**src/rtl/muldiv_unit.sv**
```systemverilog
// rtl/muldiv_unit.sv - iterative RV32M multiply/divide unit, fixed 32-cycle latency
// Define MULDIV_DIV_EN to include the restoring divider; otherwise DIV/REM ops complete at once with result 0.
module muldiv_unit (
  input  logic        clk,
  input  logic        reset,
  input  logic        start,
  input  logic [2:0]  funct3,
  input  logic [31:0] op_a,
  input  logic [31:0] op_b,
  input  logic [4:0]  rd_in,
  output logic        busy,
  output logic        done,
  output logic [31:0] result,
  output logic [4:0]  rd_out,
  output logic        wb_enable
);

  typedef enum logic [1:0] {IDLE = 2'd0, CALC = 2'd1, DONE = 2'd2} state_t;

  state_t      state, state_next;
  logic        load, iterate, finish;
  logic [4:0]  count;
  logic [2:0]  op;
  logic        neg;
  logic [31:0] hi, lo, mc;

  logic        a_signed, b_signed, a_neg, b_neg, neg_in;
  logic [31:0] a_mag, b_mag, lo_init, mc_init;

  logic [31:0] src_hi, src_lo, src_mc, step_hi, step_lo;
  logic [32:0] sum;
`ifdef MULDIV_DIV_EN
  logic        src_div, ge;
  logic [32:0] trial;
  logic [31:0] diff, quo, rem_v;
`endif

  logic [63:0] prod, prod_signed;
  logic [31:0] final_res;

  // Operand magnitudes and result sign, decoded straight from the request inputs
  always_comb begin
    a_signed = (funct3 == 3'b001) || (funct3 == 3'b010) || (funct3 == 3'b100) || (funct3 == 3'b110);
    b_signed = (funct3 == 3'b001) || (funct3 == 3'b100) || (funct3 == 3'b110);
    a_neg    = a_signed & op_a[31];
    b_neg    = b_signed & op_b[31];
    a_mag    = a_neg ? (~op_a + 32'd1) : op_a;
    b_mag    = b_neg ? (~op_b + 32'd1) : op_b;
    if (!funct3[2])
      neg_in = a_neg ^ b_neg;
    else if (funct3[1])
      neg_in = a_neg;
    else
      neg_in = (a_neg ^ b_neg) & (op_b != 32'd0);
    lo_init  = funct3[2] ? a_mag : b_mag;
    mc_init  = funct3[2] ? b_mag : a_mag;
  end

  // One iteration; the first runs on the sampling edge so CALC needs only 31 cycles
  always_comb begin
    if (state == IDLE) begin
      src_hi = 32'd0;
      src_lo = lo_init;
      src_mc = mc_init;
    end else begin
      src_hi = hi;
      src_lo = lo;
      src_mc = mc;
    end
    sum     = {1'b0, src_hi} + (src_lo[0] ? {1'b0, src_mc} : 33'd0);
    step_hi = sum[32:1];
    step_lo = {sum[0], src_lo[31:1]};
`ifdef MULDIV_DIV_EN
    src_div = (state == IDLE) ? funct3[2] : op[2];
    trial   = {src_hi, src_lo[31]};
    ge      = (trial >= {1'b0, src_mc});
    diff    = trial[31:0] - src_mc;
    if (src_div) begin
      step_hi = ge ? diff : trial[31:0];
      step_lo = {src_lo[30:0], ge};
    end
`endif
  end

  always_comb begin
    prod        = {step_hi, step_lo};
    prod_signed = neg ? (~prod + 64'd1) : prod;
    final_res   = (op[1:0] == 2'b00) ? prod_signed[31:0] : prod_signed[63:32];
`ifdef MULDIV_DIV_EN
    quo   = neg ? (~step_lo + 32'd1) : step_lo;
    rem_v = neg ? (~step_hi + 32'd1) : step_hi;
    if (op[2])
      final_res = op[1] ? rem_v : quo;
`endif
  end

  always_ff @(posedge clk) begin
    if (reset)
      state <= IDLE;
    else
      state <= state_next;
  end

  always_comb begin
    state_next = state;
    load       = 1'b0;
    iterate    = 1'b0;
    finish     = 1'b0;
    case (state)
      IDLE: begin
        if (start) begin
          load       = 1'b1;
`ifdef MULDIV_DIV_EN
          state_next = CALC;
`else
          state_next = funct3[2] ? DONE : CALC;
`endif
        end
      end
      CALC: begin
        iterate = 1'b1;
        if (count == 5'd30) begin
          finish     = 1'b1;
          state_next = DONE;
        end
      end
      DONE:    state_next = IDLE;
      default: state_next = IDLE;
    endcase
  end

  always_ff @(posedge clk) begin
    if (reset) begin
      op     <= 3'd0;
      neg    <= 1'b0;
      hi     <= 32'd0;
      lo     <= 32'd0;
      mc     <= 32'd0;
      count  <= 5'd0;
      result <= 32'd0;
      rd_out <= 5'd0;
    end else if (load) begin
      op     <= funct3;
      neg    <= neg_in;
      hi     <= step_hi;
      lo     <= step_lo;
      mc     <= mc_init;
      count  <= 5'd0;
      result <= 32'd0;
      rd_out <= rd_in;
    end else if (iterate) begin
      hi    <= step_hi;
      lo    <= step_lo;
      count <= count + 5'd1;
      if (finish)
        result <= final_res;
    end
  end

  assign busy = (state != IDLE);
  assign done = (state == DONE);
`ifdef MULDIV_DIV_EN
  assign wb_enable = done & (rd_out != 5'd0);
`else
  assign wb_enable = done & (rd_out != 5'd0) & ~op[2];
`endif

endmodule

```
**config.mk**
```make
export PLATFORM = sky130hd
export DESIGN_NAME = muldiv_unit
export DESIGN_NICKNAME = d
export VERILOG_FILES = /design/src/rtl/muldiv_unit.sv
export SDC_FILE = /design/constraint.sdc
export NUM_CORES = 1
export LEC_CHECK = 0
export CORE_MARGIN = 2
export CORE_UTILIZATION = 30
export DETAILED_ROUTE_END_ITERATION = 8
export GPL_ROUTABILITY_DRIVEN = 0
export GPL_TIMING_DRIVEN = 0
export RECOVER_POWER = 100
export SYNTH_ARGS = -nofsm -noshare
export SYNTH_HDL_FRONTEND = slang
export SYNTH_SLANG_ARGS = --single-unit
```
**constraint.sdc**
```tcl
create_clock -name clk -period 18.41 [get_ports clk]
set_clock_uncertainty 0.1 [all_clocks]
set_input_delay 3.682 -clock clk [delete_from_list [all_inputs] [get_ports clk]]
set_output_delay 3.682 -clock clk [all_outputs]
set_load 0.05 [all_outputs]
```
* After elaboration in Yosys (flattened, before gate mapping) *
Cells that the tools add are included.

operators by class
  $add $sub $neg = 5
  muxes and demuxes = 25
  divide/modulo/power cells = 0
  shift-type cells = 0
  order comparisons = 0
  multipliers = 0
  equal/unequal tests = 9
  reduce and logical (&&, ||, !) cells = 14
  bitwise logic cells = 10

operator list
  operator                                        count
  two-way mux 32 bit                              13
  adder 32 x 1 -> 32 bit (second input constant)  2
  adder 64 x 1 -> 64 bit (second input constant)  1
  two-way mux 64 bit                              1
  inverter 32 bit                                 2
  inverter 64 bit                                 1
  adder 32 x 32 -> 33 bit                         1
  nonzero test 32 bit                             1
  two-way mux 1 bit                               7
  == test 3 bit (second input constant)           2
  two-way mux 2 bit                               3
  adder 5 x 1 -> 5 bit (second input constant)    1
  bitwise AND 1 bit                               5
  == test 5 bit (second input constant)           1
  logical OR 1 bit                                5
  nonzero test 5 bit                              1
  zero test 2 bit                                 2
  != test 2 bit (second input constant)           2
  one-hot mux 2 bit (2 select lines)              1
  AND reduction 2 bit                             2
  nonzero test 2 bit                              2
  == test 3 x 1 -> 1 bit (second input constant)  1
  == test 3 x 2 -> 1 bit (second input constant)  1
  == test 2 x 1 -> 1 bit (second input constant)  1
  other kinds (4)                                 4

storage, ports and cells
  bits of input ports = 75
  RAM bits = 0
  ROM bits = 0
  bits in latches = 0
  bits in registers = 144
  logic and storage cells = 72
  output and inout bits = 40
  memories kept = 0

* Logic depth before layout (Yosys ltp) *
Gate-level depths: netlist (run 1).

  depth in word-level cells = 14
  mapped depth = 26
  mapped depth without buffers = 22

* Worst setup path before layout (run 1) *
Ideal clock, no wire load.

  kind = input to register
  start = input port funct3[2]
  end = register result[25]
  required time = 18.193 ns
  arrival time = 8.938 ns
  library setup time = 0.117 ns
  path slack = 9.255 ns
  cell stages on the path = 22
  buffers on the path = 6
  cell sequence = buf_2 > buf_1 > clkbuf_1 > buf_2 > buf_1 > buf_1 > nor2_1 > a21oi_1 > nand2_1 > a21oi_1 > ha_1 > o211ai_1 > a21oi_1 > or4_1 > a2111oi_0 > o21ai_0 > nor4b_1 > nand3_1 > or3_1 > nor3b_1 > o21ai_0 > a22o_1

between the ends
  word-level cells in the longest chain between the ends = 14
  elaborated cells on any way between the ends = 23
  those cells by class = add/sub (2); eq/ne (4); mux (9); bitwise (3); reduce/logical (5)

RTL lines
  what                                                                     RTL line  source
  start, declared                                                          7         input logic [2:0] funct3,
  == test 3 x 1 -> 1 bit / == test 3 x 2 -> 1 bit (equally long branches)  43, 44
  logical OR 1 bit (3 in a row)                                            43        a_signed = (funct3 == 3'b001) || (funct3 == 3'b010) || (funct3 == 3'b100) || (funct3 == 3'b110);
  bitwise AND 1 bit                                                        45        a_neg = a_signed & op_a[31];
  two-way mux 32 bit                                                       47        a_mag = a_neg ? (~op_a + 32'd1) : op_a;
  two-way mux 32 bit, on equally long branches                             56, 55
  two-way mux 32 bit                                                       61        if (state == IDLE) begin
  two-way mux 32 bit                                                       70        sum = {1'b0, src_hi} + (src_lo[0] ? {1'b0, src_mc} : 33'd0);
  adder 32 x 32 -> 33 bit                                                  70
  inverter 64 bit                                                          87        prod_signed = neg ? (~prod + 64'd1) : prod;
  adder 64 x 1 -> 64 bit                                                   87
  two-way mux 64 bit (*)                                                   87
  two-way mux 32 bit (*)                                                   88        final_res = (op[1:0] == 2'b00) ? prod_signed[31:0] : prod_signed[63:32];
  end signal, assigned                                                     156       result <= final_res;
  end, declared                                                            13        output logic [31:0] result,

Mark *: on every way between the ends. The rest lies on a longest branch, timed or not.
A chain may end at the register's enable or synchronous reset.

* Worst setup path after layout (run 1) *
  start = input port funct3[2]
  end = register result[21]

The elaborated chain is that of the path after synthesis.

==> results of run 1 <==
-- how the worst max path moves through the flow --
stage,endpoint,slack [ps],depth (start not counted)
floorplan,result[25]$_SDFFE_PP0P_,9260,22
global placement,result[17]$_SDFFE_PP0P_,6220,23
detailed placement,result[17]$_SDFFE_PP0P_,6230,23
CTS,result[17]$_SDFFE_PP0P_,6640,23
global route,result[21]$_SDFFE_PP0P_,5110,23
finish,result[21]$_SDFFE_PP0P_,5600,23
-- state kept, by name (all words and copies together), names as in the netlist --
register and cells:
op 3, result 32, count 5, neg 1, lo 32, rd_out 5
mc 32, hi 32, state 2
-- layout make-up --
cell class	instances	area share (%)
inverter	26	0.624
buffer	142	3.80
sequential	144	18.4
multi-input combinational	1601	62.3
clock buffer	18	2.74
clock inverter	14	0.856
timing repair buffer	102	6.53
tap	592	4.74
-- power groups by stage --
stage	Combinational (µW)	Sequential [µW]	Clock, µW
after CTS	434	347	353
after global routing	475	350	365
final	452	348	353
after detailed placement	432	354	0
after floorplan	274	352	0
after global placement	428	353	0
-- routing by layer --
| layer | wire length [µm] | part of all wire, % |
|---|---|---|
| met2 | 26700 | 44 |
| met4 | 3410 | 5.7 |
| met5 | 0 | 0 |
| met3 | 6250 | 10 |
| met1 | 23900 | 40 |
-- critical path, cell delays in order --
cell and delay, ps:
dlygate4sd3_1 650, clkbuf_1 450, clkbuf_1 520, clkbuf_1 520, clkbuf_1 680, clkbuf_1 660, clkbuf_1 630, nor2_1 110
a21oi_1 460, nand2_1 100, a21oi_1 250, ha_1 370, a21oi_1 170, a21oi_1 360, a21oi_1 270, o311a_1 510
a21oi_1 350, nor4b_1 820, nand3_1 280, nor3_1 510, nand2_1 140, mux2_2 300, o221a_1 230
-- stage by stage --
| step | instance area [µm²] | hold WS [ps] | instances | total power, µW | worst slack, ps |
|---|---|---|---|---|---|
| after floorplan | 13400 | 327 | 1913 | 626 | 9260 |
| after global placement | 15200 | 336 | 2607 | 781 | 6220 |
| after detailed placement | 15200 | 337 | 2607 | 786 | 6230 |
| after CTS | 15700 | 350 | 2639 | 1130 | 6640 |
| after global routing | 15600 | 370 | 2639 | 1190 | 5110 |
| final | 15600 | 345 | 2639 | 1150 | 5600 |
-- cells in the final DEF (no fill, tap or decap), drive strengths merged, types with 11 or more instances in the layout --
cell | synthesis | routed
nand2 | 324 | 324
a21oi | 193 | 193
nor2 | 176 | 176
dfxtp | 144 | 144
clkbuf | 99 | 128
o21ai | 71 | 71
nor3 | 65 | 65
a211oi | 64 | 64
clkdlybuf4s50 | 0 | 57
xnor2 | 54 | 54
and2 | 49 | 49
xor2 | 47 | 47
dlygate4sd3 | 0 | 45
nand3 | 43 | 43
mux2i | 37 | 37
ha | 37 | 37
inv | 25 | 36
nand4 | 33 | 33
buf | 43 | 32
or3 | 29 | 29
o31ai | 27 | 27
nor4 | 26 | 26
and3 | 24 | 24
o211ai | 20 | 20
a21o | 19 | 19
a31oi | 18 | 18
or4 | 18 | 18
a221oi | 15 | 15
nand2b | 14 | 14
or2 | 13 | 13
o41ai | 13 | 13
nor3b | 12 | 12
and4 | 11 | 11
o311ai | 11 | 11
-- cell families after synthesis --
logic type | after synthesis | share of synthesized area (%)
DFF | 144 | 21.5
muxes | 41 | 3.10
and+or+nand+nor | 868 | 32.2
AOI/OAI and AO/OA | 553 | 27.8
buffers and inverters | 168 | 5.24
adders and majority gates | 38 | 3.60
xor gates and xnor gates | 101 | 6.60
==> summary.txt, run 1 <==
Clock tree
  • Worst-Skew Late Latency: 460 ps
  • Clock Pin Slew Worst Setup and Hold Paths: 70 ps
  • TritonCTS clock tree: built
  • Clock Tree Root: clkbuf_16
  • Max clock buf depth: 2
  • CTS buffer count: 17
  • Hold_buf cts: 0
  • CTS resizes: 0
  • # H-tree levels: 4
  • Post-CTS Setup Bufs: 0
  • CTS sink cnt: around 140

Placement
  • DP HPWL: 47000 µm
  • PortBufs: 102

Drt
  • Routed Antenna Nets: 0
  • Initial detailed-routing violation count: approximately 2300
  • DR WL/cell: 22.8 µm
  • Residual DRC: 0
  • Post-Route WL: ~60000 µm
  • Router iterations before antenna repair: 7
  • Total number of vias: roughly 16000
  • Vias per cell: just over 6

Power and ir drop
  • Internal power: approximately 650 µW
  • Clk network pwr share: about 30%
  • Share of power burned in registers: between 30% and 40%
  • Comb pwr share: around two fifths
  • Peak VDD IR: roughly 0.064 mV
  • Psw: ~500 µW
  • Pwr Density: between 70 and 80 nW/µm²
  • Sw Share: between 40 and 50%
  • Leak pwr: 0.00577 µW

Logic synthesis
  • Seq cells post-synth: between 100 and 150
  • Post-synth EDFFs: 0
  • Most frequent cells after synthesis: nand2_1, a21oi_1, nor2_1, dfxtp_1, clkbuf_1
  • Async S/R FF share, synth: 0%
  • Top cells by area, synth: dfxtp_1, nand2_1, a21oi_1
  • Ys Warns: 0
  • Mapped Area: around 13000 µm²
  • Top-area cell type share of the netlist area: a little over a fifth
  • Library cells used by synthesis: 99
  • Syn_nets: roughly 2000
  • Synth Flop Type: dfxtp_1
  • Cell count after synthesis: 1913
  • Syn avg cell area: 7.01 µm²
  • Post-synthesis sequential area ratio: 21.5%
  • Most common cell in the netlist: nand2_1
  • Post-synth top area cell: dfxtp_1

STA
  • Max Fclk: 78.1 MHz
  • Final period util: 69.6%
  • Worst-margin pin slew: 1880 ps
  • Final setup fails: 0
  • Setup TNS: 0 ps
  • Fin. max-slew vios: 11
  • Slew HR: -26.6%
  • Unrepaired setup endpoints after global routing: false
  • Final Hold Viols: 0
  • Fin crit period: ~13000 ps

Worst hold path
  • Hold_sp: result[2]$_SDFFE_PP0P_
  • Hold Path End: result[2]$_SDFFE_PP0P_
  • Hold Path Depth: 2
  • Hold Path Class: reg -> reg

GRT
  • Total global routing overflow: 0
  • Initial antenna violation count: 0
  • GRT Total Usage: approximately 25%
  • Vias in the first global route: about 15000
  • First-pass GRT wire length: roughly 90000 µm
  • Most Used Layer, Global Route: met2
  • M1 GR Usage: 32.9%
  • M2 GR Usage: between 40% and 50%
  • Largest net degree at the start of global routing: 17
  • Met3 Track Usage GR: about 4%

Floorplanning
  • Num rows: slightly below 80
  • Die Span Y: 215 µm
  • Starting Density: a little under a third
  • Die area: 46400 µm²
  • Core area: between 40000 and 50000 µm²
  • Boundary pin count: between 100 and 150
  • Die Wd: 215 µm

Worst setup path
  • Worst setup SP type: input port
  • Kind of critical path: in -> reg
  • R2R setup slack: between 9000 and 10000 ps
  • CP arrival: about 13000 ps
  • Critical Path RT: between 15000 and 20000 ps
  • FF-to-FF path depth: 24
  • RR Startpoint: state[0]$_SDFFE_PP0P_
  • R2r endpoint: result[21]$_SDFFE_PP0P_
  • Crit end category: register
  • Worst setup path startpoint: funct3[2]
  • CP max FO: 10

Layout
  • Util after Layout: a little over a third
  • Fin nets: between 2000 and 2500
  • Layout cells sized above 1: 4.54%
  • Footprint of the multi-input gates: roughly 9700 µm²
  • Fill cells: between 4000 and 5000
  • Layout area overhead: 16.6%
  • FF+latch area: between 2000 and 3000 µm²
  • Antenna cells: 0

Run
  • Max-Cap Viols: 1

Run status
  • Status: finished with violations
  • Violated checks: capacitance limit, slew limit
(Power assumes the default switching activity.)
==> run 2, diff against run 1 <==
- clock period: 18.41 -> 12.99 ns (I/O delays scaled with it)
==> run 2 against run 1 <==
The flow still finishes with violations (capacitance limit, slew limit). Global-route usage unchanged. Non-clock buffer count unchanged. Die area unchanged. Core utilization unchanged. Critical endpoint unchanged. Sequential power up 42%. Hold slack about the same. Critical path depth down 1. Via count about the same. Design area unchanged. Power up 42%.
==> summary.txt, run 2 (same netlist as run 1, synthesis figures left out) <==
Run status
  • Status: finished with violations
  • Violated checks: capacitance limit, slew limit

STA
  • Unrepaired setup endpoints after global routing: false
  • Max Fclk: around 85 MHz
  • Final setup fails: 0
  • Final period util: about nine tenths
  • Worst-margin pin slew: around 1800 ps
  • Hold_ws: around 350 ps
  • Final Hold Viols: 0
  • Fin. max-slew vios: 11
  • Fin crit period: between 10000 and 15000 ps
  • Setup TNS: 0 ps
  • Slew HR: -21.9%

GRT
  • Total global routing overflow: 0
  • Initial antenna violation count: 0
  • First-pass GRT wire length: between 90000 and 100000 µm
  • Largest net degree at the start of global routing: 17
  • GRT Total Usage: about a quarter
  • Vias in the first global route: around 15000

Drt
  • Router iterations before antenna repair: 6
  • Residual DRC: 0
  • Vias per cell: just over 6
  • Initial detailed-routing violation count: approximately 2300
  • Post-Route WL: around 60000 µm
  • Routed Antenna Nets: 0
  • DR WL/cell: between 20 and 25 µm
  • Total number of vias: roughly 16000

Worst setup path
  • Cell Chain, Critical Path: dlygate4sd3_1, clkbuf_1, clkbuf_1, clkbuf_1, clkbuf_1, clkbuf_1, clkbuf_1, a21oi_1, nand2_1, a21oi_1, ha_1, a211oi_1, o211ai_1, a21oi_1, xnor2_1, or3_1, nor4b_1, nand3_1, nor3_1, nand2_1, mux2_2, o221a_1
  • CP max stage cell: nor4b_1
  • Worst setup SP type: input port
  • Max incr delay on CP: approximately 800 ps
  • Kind of critical path: in -> reg
  • Crit end category: register
  • CP arrival: roughly 12000 ps
  • CP dominant cell by count: clkbuf_1
  • RR Startpoint: state[0]$_SDFFE_PP0P_
  • Critical Path RT: about 13000 ps
  • Worst setup path startpoint: funct3[2]
  • CP max FO: 10

Clock tree
  • Worst-Skew Late Latency: approximately 460 ps
  • TritonCTS clock tree: built
  • CTS resizes: 0
  • Max clock buf depth: 2
  • Hold_buf cts: 0
  • CTS buffer count: 17
  • CTS sink cnt: between 100 and 150
  • Clock Tree Root: clkbuf_16
  • Clock Pin Slew Worst Setup and Hold Paths: approximately 70 ps
  • # H-tree levels: 4
  • Post-CTS Setup Bufs: 0

Floorplanning
  • Die area: 46400 µm²
  • Die Wd: 215 µm
  • Die Span Y: about 220 µm
  • Core area: roughly 44000 µm²
  • Num rows: 77
  • Boundary pin count: approximately 120
  • Starting Density: a little under a third

Layout
  • Antenna cells: 0
  • Fill cells: between 4000 and 5000
  • Fin nets: approximately 2100
  • Commonest non-fill, non-tap cell in the layout: nand2_1
  • Footprint of the multi-input gates: 9740 µm²
  • Layout cells sized above 1: ~4.5%
  • FF+latch area: 2880 µm²
  • Commonest non-fill, non-tap cells in the layout: nand2_1, a21oi_1, nor2_1, dfxtp_1, clkbuf_1
  • Util after Layout: between 30% and 40%
  • Layout area overhead: 16.6%

Power and ir drop
  • Peak VDD IR: 0.0904 mV
  • Pwr Density: about 100 nW/µm²
  • Leak pwr: 0.00577 µW

Run
  • Max-Cap Viols: 1

Worst hold path
  • Hold_sp: result[2]$_SDFFE_PP0P_
  • Hold Path Class: reg -> reg

Placement
  • PortBufs: approximately 100
  • DP HPWL: around 47000 µm
run 2: changes by cell type in the layout (fill, tap and decap cells not counted):
cell and delta:
buf_1 -1, clkbuf_1 +1
run 2: worst max-delay path, delay by kind of cell:
family | cells | cell delay [ps]
AOI/OAI and AO/OA | 6 | 1940
xor gates and xnor gates | 1 | 280
adders and majority gates | 1 | 290
buffers and inverters | 7 | 4150
muxes | 1 | 300
and+or+nand+nor | 6 | 2370
run 2: worst paths after layout:
path | cells after the start | slack, ps | to
worst max register to register | 24 | 4350 | result[21]$_SDFFE_PP0P_
worst min register to register | 2 | 350 | result[2]$_SDFFE_PP0P_
worst min-delay path | 2 | 350 | result[2]$_SDFFE_PP0P_
worst max-delay path | 22 | 1280 | result[21]$_SDFFE_PP0P_
run 2: cell type report:
| class | instances | area share [%] |
|---|---|---|
| clock inverter | 14 | 0.856 |
| sequential | 144 | 18.4 |
| timing repair buffer | 102 | 6.53 |
| multi-input combinational | 1601 | 62.3 |
| tap | 592 | 4.74 |
| inverter | 26 | 0.624 |
| buffer | 142 | 3.80 |
| clock buffer | 18 | 2.74 |
run 2: stage by stage:
| step | total power, µW | instances | cell area, µm² | worst slack [ps] |
|---|---|---|---|---|
| after global placement | 1110 | 2607 | 15200 | 1880 |
| after CTS | 1610 | 2639 | 15700 | 2310 |
| after global routing | 1690 | 2639 | 15600 | 778 |
| after detailed placement | 1110 | 2607 | 15200 | 1900 |
| final | 1630 | 2639 | 15600 | 1280 |
| after floorplan | 888 | 1913 | 13400 | 4920 |
run 2: layer usage:
layer,global-route usage [%],vias to the layer above,share of wire (%)
li1,-,7257,-
met1,32.9,7616,40
met2,40.5,1090,44
met3,3.99,221,10
met4,12.0,0,5.5
met5,0,-,0
run 2: where the power goes:
group          internal (µW)  switching [µW]
Combinational            191             449
Clock                    255             245
Sequential               473            19.6
==> variant 1 (config.mk and constraints of run 1) <==
The 3 states of `state_t` get a one-hot encoding in 3 bits.
--- a/src/rtl/muldiv_unit.sv
+++ b/src/rtl/muldiv_unit.sv
@@ -17,3 +17,3 @@
 
-  typedef enum logic [1:0] {IDLE = 2'd0, CALC = 2'd1, DONE = 2'd2} state_t;
+  typedef enum logic [2:0] {IDLE = 3'b001, CALC = 3'b010, DONE = 3'b100} state_t;
 
Check against the original RTL: no difference found for any inputs over 10 cycles, from zero or initial values and one cycle with reset high; not proved beyond that.
==> variant 1 against run 1 <==
The run still ends with capacitance limit, slew limit left. Final area down 1.4%. Sequential share of layout area increased by 0.40 points. Area after synthesis fell by 2.7%. Power is 1.2% higher. Combinational power fell by 1%. Maximum frequency down 0.16%. Via count is 2.6% lower. Wire length shrank 2.1%. Critical path depth unchanged. Sequential cell count increased by 1. Setup slack lost 21 ps. Largest power group unchanged.
==> variant 1: results (changes against run 1) <==
Status
The run finished, with violations left. The checks that failed: capacitance limit, slew limit.

Routing
The average wire per cell in the routed design is 22.7 um (-0.43%). The detailed-router iteration count before antenna repair is 8 (+1). The via count of the routed design is 15.8k (-2.6%).

The post-detailed-routing wire length was 59,000 um (-2.1%).

Min path
The number of cells on the worst hold path is 2 (unchanged). The worst-case hold path end point is result[4]. The classification of the worst-slack hold path is reg2reg. The critical hold path startpoint is result[4].

Global route
The global-route wire length before repair is 88,300 um (-2.4%). The global-route usage over all layers is 0.257 (+0.00486). The number of global-route vias before repair is 14.7k (-0.97%). The number of antenna violations at the first check in global routing is 2 (+2).

Yosys
Yosys attributes the largest share of cell area to sky130_fd_sc_hd__dfxtp_1, sky130_fd_sc_hd__nand2_1, sky130_fd_sc_hd__a21oi_1. The number of distinct library cells after synthesis is 90 (-9.1%). The number of nets in the synthesized netlist is 1,979 (-2.3%). The share of synthesized area occupied by flip-flops and latches came to 0.222 (+0.00749). After synthesis, the most frequently instantiated cells are sky130_fd_sc_hd__nand2_1, sky130_fd_sc_hd__a21oi_1, sky130_fd_sc_hd__nor2_1. The count of mapped cells out of synthesis is 1,866 (-2.5%).

STA
The worst max-slew margin expressed relative to the limit was -0.0375 (+0.229). The final max-slew violation count is 7 (-4).

Layout
The number of filler instances in the final layout is 4,708 (-2.5%). The share of cells above drive strength 1 is 0.0398 (-0.00559). The number of nets at the end of the flow came to 2,108 (-1.8%).

Flow run
The number of max-cap violations is 1 (unchanged).

Critical path
The family of cells with the greatest summed delay on the critical path is compound AO/OA/AOI/OAI gates. The stage delay of the slowest cell on the critical path was 890 ps (+70 ps). The number of cells on the worst reg-to-reg path is 22 (-8.3%). The register-to-register setup slack came to 9010 ps (-740 ps). Among all stages on the critical path, the largest delay is contributed by sky130_fd_sc_hd__nor4_1.

In this run the critical register-to-register path is captured at result[20]. The worst register-to-register path begins at state[2].

Power
The largest vdd supply drop is 69.3 uV (+8.4%). The combinational power is 0.447 mW (-1%). The leakage power of the design was 5.52 nW (-4.2%). The net switching power of the design is 0.493 mW (-2.0%). The fraction of power spent switching nets came to 0.423 (-0.0138).

Placed design
The total of buffers placed on input and output ports was 107 (+4.9%). The total placed cells including tap cells is 2,561 (-1.8%). The detailed-placement wirelength estimate is 46,700 um (-0.69%).

Clocking
The clock latency on the worst-skew pair is 440 ps (-20 ps). The root buffer cell is sky130_fd_sc_hd__clkbuf_16. The number of H-tree levels was 4 (unchanged).
==> variant 1: changes by cell type in the layout (fill, tap and decap cells not counted), sizes merged, moves of 10 or more <==
cell / change
o21a: +10
buf: -16
and3: -10
a31oi: +13
nand2: -40
a211oi: -21
nor2: +17
o21ai: +28
==> variant 1: logic make-up (layout without fill, tap and decap cells) <==
kind of cell,count (synthesis),after routing,synth area share
AND/OR/NAND/NOR,799,799,0.298
AO/OA/AOI/OAI,587,587,0.296
buffers and inverters,157,299,0.0473
flip-flops,145,145,0.222
XOR/XNOR,100,100,0.0677
multiplexers,40,40,0.0314
adder cells (fa/ha/maj),38,38,0.0370
other,0,1,0
==> variant 1: cell type report <==
class / instances / area, sq um / area share
Antenna cell: 1 / 2.50 / 0.000162
Sequential cell: 145 / 2900 / 0.188
Clock buffer: 17 / 425 / 0.0276
Multi-Input combinational cell: 1564 / 9450 / 0.613
Clock inverter: 15 / 191 / 0.0124
Timing Repair Buffer: 110 / 1090 / 0.0708
Inverter: 28 / 105 / 0.00682
Tap cell: 585 / 732 / 0.0475
Buffer: 129 / 509 / 0.0330
==> variant 1: metrics by stage <==
| stage | hold slack, ps | setup slack, ps | utilization | cell area (sq um) |
|---|---|---|---|---|
| after floorplan | 327 | 9480 | - | 13000 |
| after global placement | 335 | 6800 | 0.346 | 14900 |
| after detailed placement | 332 | 6920 | 0.346 | 14900 |
| after CTS | 345 | 7360 | 0.361 | 15500 |
| after global routing | 359 | 5200 | 0.359 | 15400 |
| final | 341 | 5580 | 0.359 | 15400 |
==> variant 1: per-layer routing <==
layer	wire length (um)	up-vias	global-route usage	part of all wire
li1	-	7140	-	-
met1	23500	7429	0.329	0.40
met2	25700	1006	0.405	0.44
met3	6510	191	0.0560	0.11
met4	3260	0	0.128	0.055
met5	0	-	0	0
==> variant 2 (config.mk and constraints of run 1) <==
Made on the original files. The option `MULDIV_DIV_EN` is turned on by a define.
--- a/src/rtl/muldiv_unit.sv
+++ b/src/rtl/muldiv_unit.sv
@@ -2,2 +2,4 @@
 // Define MULDIV_DIV_EN to include the restoring divider; otherwise DIV/REM ops complete at once with result 0.
+`define MULDIV_DIV_EN
+
 module muldiv_unit (
Check against the original RTL: not equivalent (Yosys sat finds a counterexample within 4 cycles, from zero or initial values and one cycle with reset high).
==> variant 2 against run 1 <==
The flow still finishes with violations (capacitance limit, slew limit). Sequential cell count did not move. First-iteration DRC count is 37% higher. Sequential power increased by 2%. Core utilization down 0.51 points. Wire length up 39%. Setup slack lost 1700 ps. Non-clock buffer count increased by 46. Power up 22%. Area after synthesis is 28% higher. Final area rose by 26%.
==> variant 2: results (changes against run 1) <==
Status
The run finished, with violations left. The checks that failed: capacitance limit, slew limit.

Critical path
The slowest stage of the critical path belongs to the cell sky130_fd_sc_hd__nor4_1. The highest net fanout along the worst path is 10 (unchanged). The stage delay of the slowest cell on the critical path is 1640 ps (+820 ps). Among cell families on the critical path, the largest total delay comes from simple AND/OR/NAND/NOR gates.

Power
The fraction of power spent switching nets is 0.475 (+0.0384). The power consumed by sequential cells is 0.356 mW (+2%). The largest vdd supply drop is 62.5 uV (-2.2%). The combinational power is 0.689 mW (+52%). The power per standard cell area came to 71.0 mW/mm^2 (-3.7%). The leakage power of the design is 7.50 nW (+30%).

Min path
The worst hold path belongs to the class reg2reg.

Clocking
The post-CTS setup-driven buffer insertion count is 0 (unchanged). The clock buffer count from CTS was 17 (unchanged). The buffer levels on the longest clock path is 2 (unchanged).

The clock-pin slew of the registers on the worst-case setup and hold paths is 60 ps. The clock latency on the worst-skew pair is 460 ps (about the same). The number of gates resized after cts is 0 (unchanged). The number of H-tree levels is 4 (unchanged).

Routing
The count of antenna-violating nets left after detailed routing was 0 (unchanged). The via count of the routed design is 21.3k (+31%). The post-detailed-routing wire length is 83,700 um (+39%). The initial detailed-routing violation count is 3,198 (+37%).

The mean number of vias per cell is 6.28 (+2.4%). The detailed-router iteration count before antenna repair is 8 (+1).

Yosys
The share of synthesized area occupied by flip-flops and latches was 0.168 (-0.0474). The number of nets in the synthesized netlist is 2,636 (+30%). The count of mapped cells out of synthesis is 2,489 (+30%). The async set-reset flop share out of synthesis is 0 (unchanged).

The most frequently used flop master after synthesis is sky130_fd_sc_hd__dfxtp_1. The number of distinct library cells after synthesis was 93 (-6.1%). The synthesis warning total came to 0 (unchanged).

Counting instances in the post-synthesis netlist gives the leading cell types as sky130_fd_sc_hd__nand2_1, sky130_fd_sc_hd__nor2_1, sky130_fd_sc_hd__a21oi_1. Sorting the synthesized cells by area gives the leading types as sky130_fd_sc_hd__dfxtp_1, sky130_fd_sc_hd__nand2_1, sky130_fd_sc_hd__a21oi_1.

Layout
The area of all sequential standard cells was 0.00288 sq mm (unchanged). The number of nets at the end of the flow came to 2,761 (+29%). The share of cells above drive strength 1 is 0.0339 (-0.0116). The number of filler instances in the final layout is 6,166 (+28%).

Global route
The pin count of the biggest net entering global routing was 17 (unchanged). The global-route wire length before repair is 124,000 um (+37%). The number of global-route vias before repair is 19.4k (+31%). The global-route usage over all layers came to 0.273 (+0.0212). The number of antenna violations at the first check in global routing is 0 (unchanged).

Placed design
The total placed cells including tap cells is 3,351 (+29%). The post-place setup slack is 4650 ps (-1580 ps). The area of placed instances was 0.0192 sq mm (+27%).

The total of buffers placed on input and output ports is 105 (+2.9%). The detailed-placement wirelength estimate is 66,800 um (+42%).

Flow run
The number of max-cap violations came to 5 (+4).

STA
The worst max-slew margin expressed relative to the limit is -0.343 (-0.0765). The final max-slew violation count is 53 (+42).
==> variant 2: cell types whose count changed after synthesis, moves of 20 or more <==
cell,run 1,this run
sky130_fd_sc_hd__xor2_1,47,73
sky130_fd_sc_hd__nor2_1,176,258
sky130_fd_sc_hd__a21oi_1,193,213
sky130_fd_sc_hd__nor3_1,57,87
sky130_fd_sc_hd__o21ai_0,62,140
sky130_fd_sc_hd__mux2i_1,37,76
sky130_fd_sc_hd__clkbuf_1,98,157
sky130_fd_sc_hd__ha_1,37,70
==> variant 2: cells by family (layout without fill, tap and decap cells) <==
logic type,after synthesis,in the layout,share of synthesized area
buf+inv,224,362,0.0497
flops,144,144,0.168
compound gates,800,800,0.318
simple gates,1021,1021,0.289
fa+ha+maj,72,72,0.0532
xor+xnor,146,146,0.0743
other cells,0,3,0
mux,82,82,0.0482
==> variant 2: layer usage <==
layer  routed length [um]  global-route usage  share of wire  vias to the layer above
met5                    0                   0              0                        -
met4                 5360               0.143          0.064                        0
met3                10400              0.0791           0.12                      335
met2                35300               0.417           0.42                     1451
met1                32600               0.347           0.39                     9939
li1                     -                   -              -                     9549
==> variant 2: worst paths after layout <==
path	start	endpoint	slack, ps	depth (start not counted)
worst max-delay path	op_a[0]	result[30]	3920	22
worst min-delay path	result[8]	result[8]	330	2
worst max register to register	state[0]	result[30]	6260	26
worst min register to register	result[8]	result[8]	330	2
==> variant 2: area by class of cell <==
type                       instances  area share
buffer                           184      0.0354
clock buffer                      18      0.0223
antenna                            3    0.000380
sequential                       144       0.146
tap                              756      0.0479
multi-input combinational       2121       0.680
clock inverter                    14     0.00729
timing repair buffer             106      0.0534
inverter                          40     0.00761
